[src/rtl/usb_pkg.sv]
// USB link-layer shared constants: PID codes, transaction status codes and the
// sequencer state encoding.
package usb_pkg;

    localparam logic [3:0] PID_OUT   = 4'b0001;
    localparam logic [3:0] PID_IN    = 4'b1001;
    localparam logic [3:0] PID_ACK   = 4'b0010;
    localparam logic [3:0] PID_NAK   = 4'b1010;
    localparam logic [3:0] PID_DATA0 = 4'b0011;
    localparam logic [3:0] PID_DATA1 = 4'b1011;

    localparam logic [1:0] ST_OK  = 2'b00;
    localparam logic [1:0] ST_NAK = 2'b01;
    localparam logic [1:0] ST_TMO = 2'b10;
    localparam logic [1:0] ST_CRC = 2'b11;

    typedef enum logic [3:0] {
        S_IDLE,
        S_TOK,
        S_TOK_WAIT,
        S_DTX,
        S_DTX_WAIT,
        S_HS_WAIT,
        S_RXD_WAIT,
        S_RXD_BODY,
        S_ACK,
        S_ACK_WAIT,
        S_FIN
    } seq_state_e;

    // DATA0 and DATA1 share the low three bits; bit 3 carries the toggle.
    function automatic logic is_data_pid(input logic [3:0] pid);
        return pid[2:0] == PID_DATA0[2:0];
    endfunction

    function automatic logic [3:0] data_pid(input logic tog);
        return tog ? PID_DATA1 : PID_DATA0;
    endfunction

endpackage

[src/rtl/link_txn_seq_if.sv]
// Command, transmit-path and receive-path signals of the host transaction
// sequencer. master = sequencer side, slave = the surrounding link layer.
interface link_txn_seq_if;
    import usb_pkg::*;

    logic       cmd_valid;
    logic       cmd_ready;
    logic       cmd_dir;
    logic       toggle_clr;

    logic [3:0] tx_con_pid;
    logic       tx_con_pid_en;
    logic       tx_lp_eop_en;

    logic       rx_pid_en;
    logic       rx_sop_en;
    logic [3:0] rx_pid;
    logic       rx_lt_eop_en;
    logic       rx_crc_err;

    logic       done;
    logic [1:0] status;
    logic       rx_dup;

    modport master (
        input  cmd_valid, cmd_dir, toggle_clr,
        input  tx_lp_eop_en,
        input  rx_pid_en, rx_sop_en, rx_pid, rx_lt_eop_en, rx_crc_err,
        output cmd_ready,
        output tx_con_pid, tx_con_pid_en,
        output done, status, rx_dup
    );

    modport slave (
        output cmd_valid, cmd_dir, toggle_clr,
        output tx_lp_eop_en,
        output rx_pid_en, rx_sop_en, rx_pid, rx_lt_eop_en, rx_crc_err,
        input  cmd_ready,
        input  tx_con_pid, tx_con_pid_en,
        input  done, status, rx_dup
    );

endinterface

[src/rtl/link_txn_seq.sv]
// Host transaction sequencer: expands one OUT/IN command into token, data and
// handshake packets, tracking the data toggle, a response timer and retries.
module link_txn_seq
    import usb_pkg::*;
#(
    parameter int MAX_RETRY = 3,
    parameter int TW        = 16
) (
    input  logic           clk,
    input  logic           rst_n,
    input  logic           ms,
    input  logic [TW-1:0]  time_threshold,
    link_txn_seq_if.master bus,
    output logic           toggle
);

    seq_state_e    state_q, state_d;
    logic          dir_q, dir_d;
    logic [3:0]    retry_q, retry_d;
    logic [TW-1:0] timer_q, timer_d;
    logic [TW-1:0] timer_inc;
    logic          toggle_q, toggle_d;
    logic          dup_q, dup_d;
    logic [3:0]    pid_q, pid_d;
    logic          pid_en_q, pid_en_d;
    logic          done_q, done_d;
    logic [1:0]    status_q, status_d;
    logic          rx_dup_q, rx_dup_d;

    logic          fail;
    logic          finish_ok;
    logic [1:0]    cause;
    logic          timeout;

    assign timeout   = (timer_q == time_threshold);
    assign timer_inc = (timer_q == {TW{1'b1}}) ? timer_q : timer_q + 1'b1;

    always_comb begin
        state_d   = state_q;
        dir_d     = dir_q;
        retry_d   = retry_q;
        timer_d   = timer_q;
        toggle_d  = toggle_q;
        dup_d     = dup_q;
        pid_d     = pid_q;
        pid_en_d  = 1'b0;
        done_d    = 1'b0;
        status_d  = status_q;
        rx_dup_d  = rx_dup_q;
        fail      = 1'b0;
        finish_ok = 1'b0;
        cause     = ST_OK;

        case (state_q)
            S_IDLE: begin
                if (bus.toggle_clr) toggle_d = 1'b0;
                if (bus.cmd_valid && ms) begin
                    dir_d   = bus.cmd_dir;
                    retry_d = '0;
                    state_d = S_TOK;
                end
            end
            S_TOK: begin
                pid_d    = dir_q ? PID_IN : PID_OUT;
                pid_en_d = 1'b1;
                state_d  = S_TOK_WAIT;
            end
            S_TOK_WAIT: begin
                if (bus.tx_lp_eop_en) begin
                    state_d = dir_q ? S_RXD_WAIT : S_DTX;
                    timer_d = '0;
                end
            end
            S_DTX: begin
                pid_d    = data_pid(toggle_q);
                pid_en_d = 1'b1;
                state_d  = S_DTX_WAIT;
            end
            S_DTX_WAIT: begin
                if (bus.tx_lp_eop_en) begin
                    state_d = S_HS_WAIT;
                    timer_d = '0;
                end
            end
            S_HS_WAIT: begin
                timer_d = timer_inc;
                // A handshake landing on the timeout cycle still counts.
                if (bus.rx_pid_en && bus.rx_pid == PID_ACK) begin
                    toggle_d  = ~toggle_q;
                    finish_ok = 1'b1;
                end else if (bus.rx_pid_en && bus.rx_pid == PID_NAK) begin
                    fail  = 1'b1;
                    cause = ST_NAK;
                end else if (timeout) begin
                    fail  = 1'b1;
                    cause = ST_TMO;
                end
            end
            S_RXD_WAIT: begin
                timer_d = timer_inc;
                if (bus.rx_sop_en && is_data_pid(bus.rx_pid)) begin
                    dup_d   = (bus.rx_pid[3] != toggle_q);
                    state_d = S_RXD_BODY;
                end else if (bus.rx_pid_en && bus.rx_pid == PID_NAK) begin
                    fail  = 1'b1;
                    cause = ST_NAK;
                end else if (timeout) begin
                    fail  = 1'b1;
                    cause = ST_TMO;
                end
            end
            S_RXD_BODY: begin
                if (bus.rx_lt_eop_en) begin
                    if (bus.rx_crc_err) begin
                        fail  = 1'b1;
                        cause = ST_CRC;
                    end else begin
                        state_d = S_ACK;
                    end
                end
            end
            S_ACK: begin
                pid_d    = PID_ACK;
                pid_en_d = 1'b1;
                state_d  = S_ACK_WAIT;
            end
            S_ACK_WAIT: begin
                if (bus.tx_lp_eop_en) begin
                    // A duplicate is still ACKed but must not advance the toggle.
                    if (!dup_q) toggle_d = ~toggle_q;
                    finish_ok = 1'b1;
                end
            end
            S_FIN: state_d = S_IDLE;
            default: state_d = S_IDLE;
        endcase

        if (finish_ok) begin
            status_d = ST_OK;
            rx_dup_d = dir_q & dup_q;
            done_d   = 1'b1;
            state_d  = S_FIN;
        end

        if (fail) begin
            if (retry_q < 4'(MAX_RETRY)) begin
                retry_d = retry_q + 4'd1;
                state_d = S_TOK;
            end else begin
                status_d = cause;
                rx_dup_d = 1'b0;
                done_d   = 1'b1;
                state_d  = S_FIN;
            end
        end

        // Losing mastership abandons the transaction silently; toggle survives.
        if (!ms) begin
            state_d  = S_IDLE;
            pid_d    = 4'b0000;
            pid_en_d = 1'b0;
            done_d   = 1'b0;
            status_d = ST_OK;
            rx_dup_d = 1'b0;
            timer_d  = '0;
            retry_d  = '0;
            if (state_q != S_IDLE) toggle_d = toggle_q;
        end
    end

    always_ff @(posedge clk or negedge rst_n) begin
        if (!rst_n) begin
            state_q  <= S_IDLE;
            dir_q    <= 1'b0;
            retry_q  <= '0;
            timer_q  <= '0;
            toggle_q <= 1'b0;
            dup_q    <= 1'b0;
            pid_q    <= 4'b0000;
            pid_en_q <= 1'b0;
            done_q   <= 1'b0;
            status_q <= ST_OK;
            rx_dup_q <= 1'b0;
        end else begin
            state_q  <= state_d;
            dir_q    <= dir_d;
            retry_q  <= retry_d;
            timer_q  <= timer_d;
            toggle_q <= toggle_d;
            dup_q    <= dup_d;
            pid_q    <= pid_d;
            pid_en_q <= pid_en_d;
            done_q   <= done_d;
            status_q <= status_d;
            rx_dup_q <= rx_dup_d;
        end
    end

    assign bus.cmd_ready     = (state_q == S_IDLE) && ms;
    assign bus.tx_con_pid    = pid_q;
    assign bus.tx_con_pid_en = pid_en_q;
    assign bus.done          = done_q;
    assign bus.status        = status_q;
    assign bus.rx_dup        = rx_dup_q;
    assign toggle            = toggle_q;

endmodule

[src/flat_wrapper.sv]
// flat-port wrapper written by rule: the top's interface ports become plain ports
module link_txn_seq_flat import usb_pkg::*;
#(
    parameter int MAX_RETRY = 3,
    parameter int TW        = 16
)
  (clk, rst_n, ms, time_threshold, toggle, bus_cmd_valid, bus_cmd_dir, bus_toggle_clr, bus_tx_lp_eop_en, bus_rx_pid_en, bus_rx_sop_en, bus_rx_pid, bus_rx_lt_eop_en, bus_rx_crc_err, bus_cmd_ready, bus_tx_con_pid, bus_tx_con_pid_en, bus_done, bus_status, bus_rx_dup);
  link_txn_seq_if bus_i ();
  input  logic clk;
  input  logic rst_n;
  input  logic ms;
  input  logic [TW-1:0] time_threshold;
  output logic toggle;
  input wire logic [$bits(bus_i.cmd_valid)-1:0] bus_cmd_valid;
  input wire logic [$bits(bus_i.cmd_dir)-1:0] bus_cmd_dir;
  input wire logic [$bits(bus_i.toggle_clr)-1:0] bus_toggle_clr;
  input wire logic [$bits(bus_i.tx_lp_eop_en)-1:0] bus_tx_lp_eop_en;
  input wire logic [$bits(bus_i.rx_pid_en)-1:0] bus_rx_pid_en;
  input wire logic [$bits(bus_i.rx_sop_en)-1:0] bus_rx_sop_en;
  input wire logic [$bits(bus_i.rx_pid)-1:0] bus_rx_pid;
  input wire logic [$bits(bus_i.rx_lt_eop_en)-1:0] bus_rx_lt_eop_en;
  input wire logic [$bits(bus_i.rx_crc_err)-1:0] bus_rx_crc_err;
  output wire logic [$bits(bus_i.cmd_ready)-1:0] bus_cmd_ready;
  output wire logic [$bits(bus_i.tx_con_pid)-1:0] bus_tx_con_pid;
  output wire logic [$bits(bus_i.tx_con_pid_en)-1:0] bus_tx_con_pid_en;
  output wire logic [$bits(bus_i.done)-1:0] bus_done;
  output wire logic [$bits(bus_i.status)-1:0] bus_status;
  output wire logic [$bits(bus_i.rx_dup)-1:0] bus_rx_dup;
  assign bus_i.cmd_valid = bus_cmd_valid;
  assign bus_i.cmd_dir = bus_cmd_dir;
  assign bus_i.toggle_clr = bus_toggle_clr;
  assign bus_i.tx_lp_eop_en = bus_tx_lp_eop_en;
  assign bus_i.rx_pid_en = bus_rx_pid_en;
  assign bus_i.rx_sop_en = bus_rx_sop_en;
  assign bus_i.rx_pid = bus_rx_pid;
  assign bus_i.rx_lt_eop_en = bus_rx_lt_eop_en;
  assign bus_i.rx_crc_err = bus_rx_crc_err;
  assign bus_cmd_ready = bus_i.cmd_ready;
  assign bus_tx_con_pid = bus_i.tx_con_pid;
  assign bus_tx_con_pid_en = bus_i.tx_con_pid_en;
  assign bus_done = bus_i.done;
  assign bus_status = bus_i.status;
  assign bus_rx_dup = bus_i.rx_dup;
  link_txn_seq #(.MAX_RETRY(MAX_RETRY), .TW(TW)) u_core (.clk(clk), .rst_n(rst_n), .ms(ms), .time_threshold(time_threshold), .bus(bus_i), .toggle(toggle));
endmodule
[config.mk]
export PLATFORM = sky130hd
export DESIGN_NAME = link_txn_seq_flat
export DESIGN_NICKNAME = d
export VERILOG_FILES = /design/src/rtl/usb_pkg.sv /design/src/rtl/link_txn_seq_if.sv /design/src/rtl/link_txn_seq.sv /design/src/flat_wrapper.sv
export SDC_FILE = /design/constraint.sdc
export NUM_CORES = 1
export LEC_CHECK = 0
export CORE_UTILIZATION = 45
export CTS_BUF_LIST = sky130_fd_sc_hd__clkbuf_2
export DETAILED_ROUTE_END_ITERATION = 10
export GPL_ROUTABILITY_DRIVEN = 1
export PLACE_DENSITY_LB_ADDON = 0.2
export SLEW_MARGIN = 10
export SYNTH_ARGS = -nofsm -noshare
export SYNTH_HDL_FRONTEND = slang
export SYNTH_SLANG_ARGS = --single-unit
[constraint.sdc]
create_clock -name clk -period 4.4 [get_ports clk]
set_input_delay 0.44 -clock clk [delete_from_list [all_inputs] [get_ports clk]]
set_output_delay 0.44 -clock clk [all_outputs]
set_load 0.005 [all_outputs]
==> qor.csv <==
metric,value,unit
comb_power_share,33.3,%
synth_ff_type,dfrtp_1,
netSwitchingFraction,36.8,%
power_switching,0.000349,W
hold_path_class,input pin to asynchronous set/reset pin,
dp_hpwl,4.33,mm
fin_crit_sh,65.7,%
gp_congestion,0.910,
syn-num-nets,311,
rows,26,
antenna_left,0,
crit_fanout,20,
synth_commonest_cells,"35 x dfrtp_1, 22 x a21oi_1, 19 x nand2_1",
grt_pass1_wl,9.67,mm
grt_start_max_net_pins,36,
clockPowerShare,23.2,%
cts-resized-gates,0,
rsz0062_at_grt,no,
routed_wl,5.93,mm
r2r-start,u_core.state_q[3],
cp_num_buf_inv,2,
cts_tree,yes,
power.density,328,mW/mm²
yosysMostFrequentCell,dfrtp_1,
whs,0.406,ns
ctsLongestPathBuffers,2,
cts.sinks,35,
initial_utilization,46.8,%
reg2reg_setup_slack,1.83,ns
worstSetupPathType,flop to output port,
io_buffers,40,
fp.dieW,75.1,µm
num_antenna_cells,0,
fin_skew,0.0213,ns
path_cells,or3_1 > nor2_1 > nand2_1 > inv_2 > clkdlybuf4s50_1,
cpMaxStageDelayCell,dfrtp_1,
finalSetupViolations,0,
synth_area_leaders,"dfrtp_1 36%, xnor2_1 6.2%, a21oi_1 4.6%",
nFillCells,492,
drive_gt1_share,5.14,%
avgSynthCellArea,8.65,µm²
synth_edf_count,0,
worstMarginPinSlew,0.948,ns
dr_total_vias,2226,
reg2reg_to,u_core.state_q[0],
grt_pass1_vias,2105,
status,"finished, final reports clean",
synthToLayoutAreaGrowth,20.2,%
slew_headroom,36.4,%
synth.distinct_cells,58,
synth_seq_area_share,36.4,%
required,3.96,ns
intPower,0.000599,W
synth_area_leader_cell,dfrtp_1,
hold_buffers,0,
synthArstFlopShare,100,%
crit_path_end_kind,output port,
cp_top_family,simple AND/OR/NAND/NOR gates,
setup_tns,0,ns
fp.dieH,75.1,µm
num_io_pins,42,
grt_usage,23.4,%
ir_drop,210,µV
drc,0,
crit_start,u_core.state_q[0],
nNetsFinal,343,
slew_viol_final,0,
syn_inst,278,
crit_arrival,2.45,ns
grt_overflow_total,0,
syn_area,0.00241,mm²
synth-seq-cells,35,
fp.coreArea,0.00514,mm²
path_clk_slew,0.21,ns
leakagePower,1.15,nW
seqPwrFrac,43.5,%
drt-pass1-iter-count,4,
final.min_clock_period,2.89,ns
drv_cap,0,
cts_root_buf,clkbuf_2,
first_iter_violations,121,
post_cts_buffers,0,
numCtsBuffers,5,
antenna_found_initial,0,
cts_max_level,2,
clkLatencyLatePin,0.41,ns
die_area,0.00564,mm²
reg2reg_depth,5,
routedWlPerCell,15.6,µm
cp_slowest_stage_delay,0.64,ns
cp-start-kind,flop,
ys.warnings.count,0,
max_freq,346,MHz
netlist.area_leader.share,36.4,%
finalHoldViolCount,0,
viasPerCell,5.84,
## kinds of logic (layout without fill, tap and decap cells)
logic type	after synthesis	count (layout)	share of synthesized area, %
flip-flops	35	35	36.4
multiplexers	4	4	1.72
AO/OA/AOI/OAI	73	73	20.4
buffers and inverters	24	57	4.68
XOR/XNOR	26	26	9.46
AND/OR/NAND/NOR	113	113	26.2
other	1	1	0.156
adder cells (fa/ha/maj)	2	2	1.04
## metrics by stage
stage               cells  area (µm²)  utilization [%]  total power [W]  worst slack (ns)
finish                381        2890             56.3         0.000949              1.51
global route          381        2890             56.3          0.00102              1.33
CTS                   381        2890             56.3         0.000958              1.50
detailed placement    373        2820             54.8         0.000733              1.69
global placement      373        2820             54.8         0.000730              1.68
floorplan             278        2410                -         0.000623              2.59
## power groups by stage
| stage | Combinational, W | Sequential (W) | Clock [W] |
|---|---|---|---|
| after floorplan | 0.000249 | 0.000375 | 0 |
| after global placement | 0.000313 | 0.000418 | 0 |
| after detailed placement | 0.000314 | 0.000419 | 0 |
| after CTS | 0.000316 | 0.000413 | 0.000229 |
| after global routing | 0.000356 | 0.000421 | 0.000242 |
| final | 0.000315 | 0.000413 | 0.000221 |
## worst reg2reg max path, stage by stage, from the launching register on
cell and delay (ns):
dfrtp_1 0.77, nand2b_1 0.33, o22ai_1 0.19, o21ai_1 0.78, mux2i_1 0.17, a31o_1 0.25
## area by class of cell
cell class,instances,area (µm²),area share [%]
multi-input cells,219,1420,49.0
flip-flops and latches,35,876,30.3
inverters,8,30.0,1.04
well taps,70,87.6,3.03
clock buffers,5,25.0,0.865
repair buffers,41,408,14.1
clock inverters,3,47.5,1.64
## sequential cells by signal (all words and copies together), names as in the netlist
name                      count
u_core.state_q                4
u_core.bus.tx_con_pid_en      1
u_core.bus.rx_dup             1
u_core.dup_q                  1
u_core.bus.tx_con_pid         3
u_core.retry_q                4
u_core.dir_q                  1
u_core.bus.status             2
u_core.bus.done               1
u_core.toggle                 1
u_core.timer_q               16
## placed cells by master, fill, tap and decap left out, types with 3 or more instances in the layout
cell / synthesis / layout
dfrtp_1: 35 / 35
o21ai_0: 15 / 15
clkbuf_2: 0 / 5
nand2_1: 19 / 19
and2_1: 3 / 3
nand2b_1: 3 / 3
o211ai_1: 11 / 11
nand4_1: 15 / 15
xor2_1: 9 / 9
nor3_1: 10 / 10
xnor2_1: 17 / 17
clkdlybuf4s50_1: 0 / 40
mux2i_1: 3 / 3
a21oi_1: 22 / 22
nor2b_1: 5 / 5
o21ai_1: 3 / 3
or3_1: 12 / 12
inv_1: 5 / 5
nand3_1: 8 / 8
and3_1: 9 / 9
nor2_1: 17 / 17
## worst max path at each step
stage | end | slack [ns] | depth (start not counted)
global route | bus_cmd_ready | 1.33 | 5
global placement | u_core.bus.status[1] | 1.68 | 7
CTS | bus_cmd_ready | 1.50 | 5
finish | bus_cmd_ready | 1.51 | 5
detailed placement | u_core.bus.status[1] | 1.69 | 7
floorplan | u_core.dir_q | 2.59 | 8
## routing by layer
metal,track usage (%),routed length [µm]
met5,0,0
met4,10.9,130
met3,5.49,301
met2,38.6,2910
met1,28.9,2590
(Power assumes the default switching activity.)
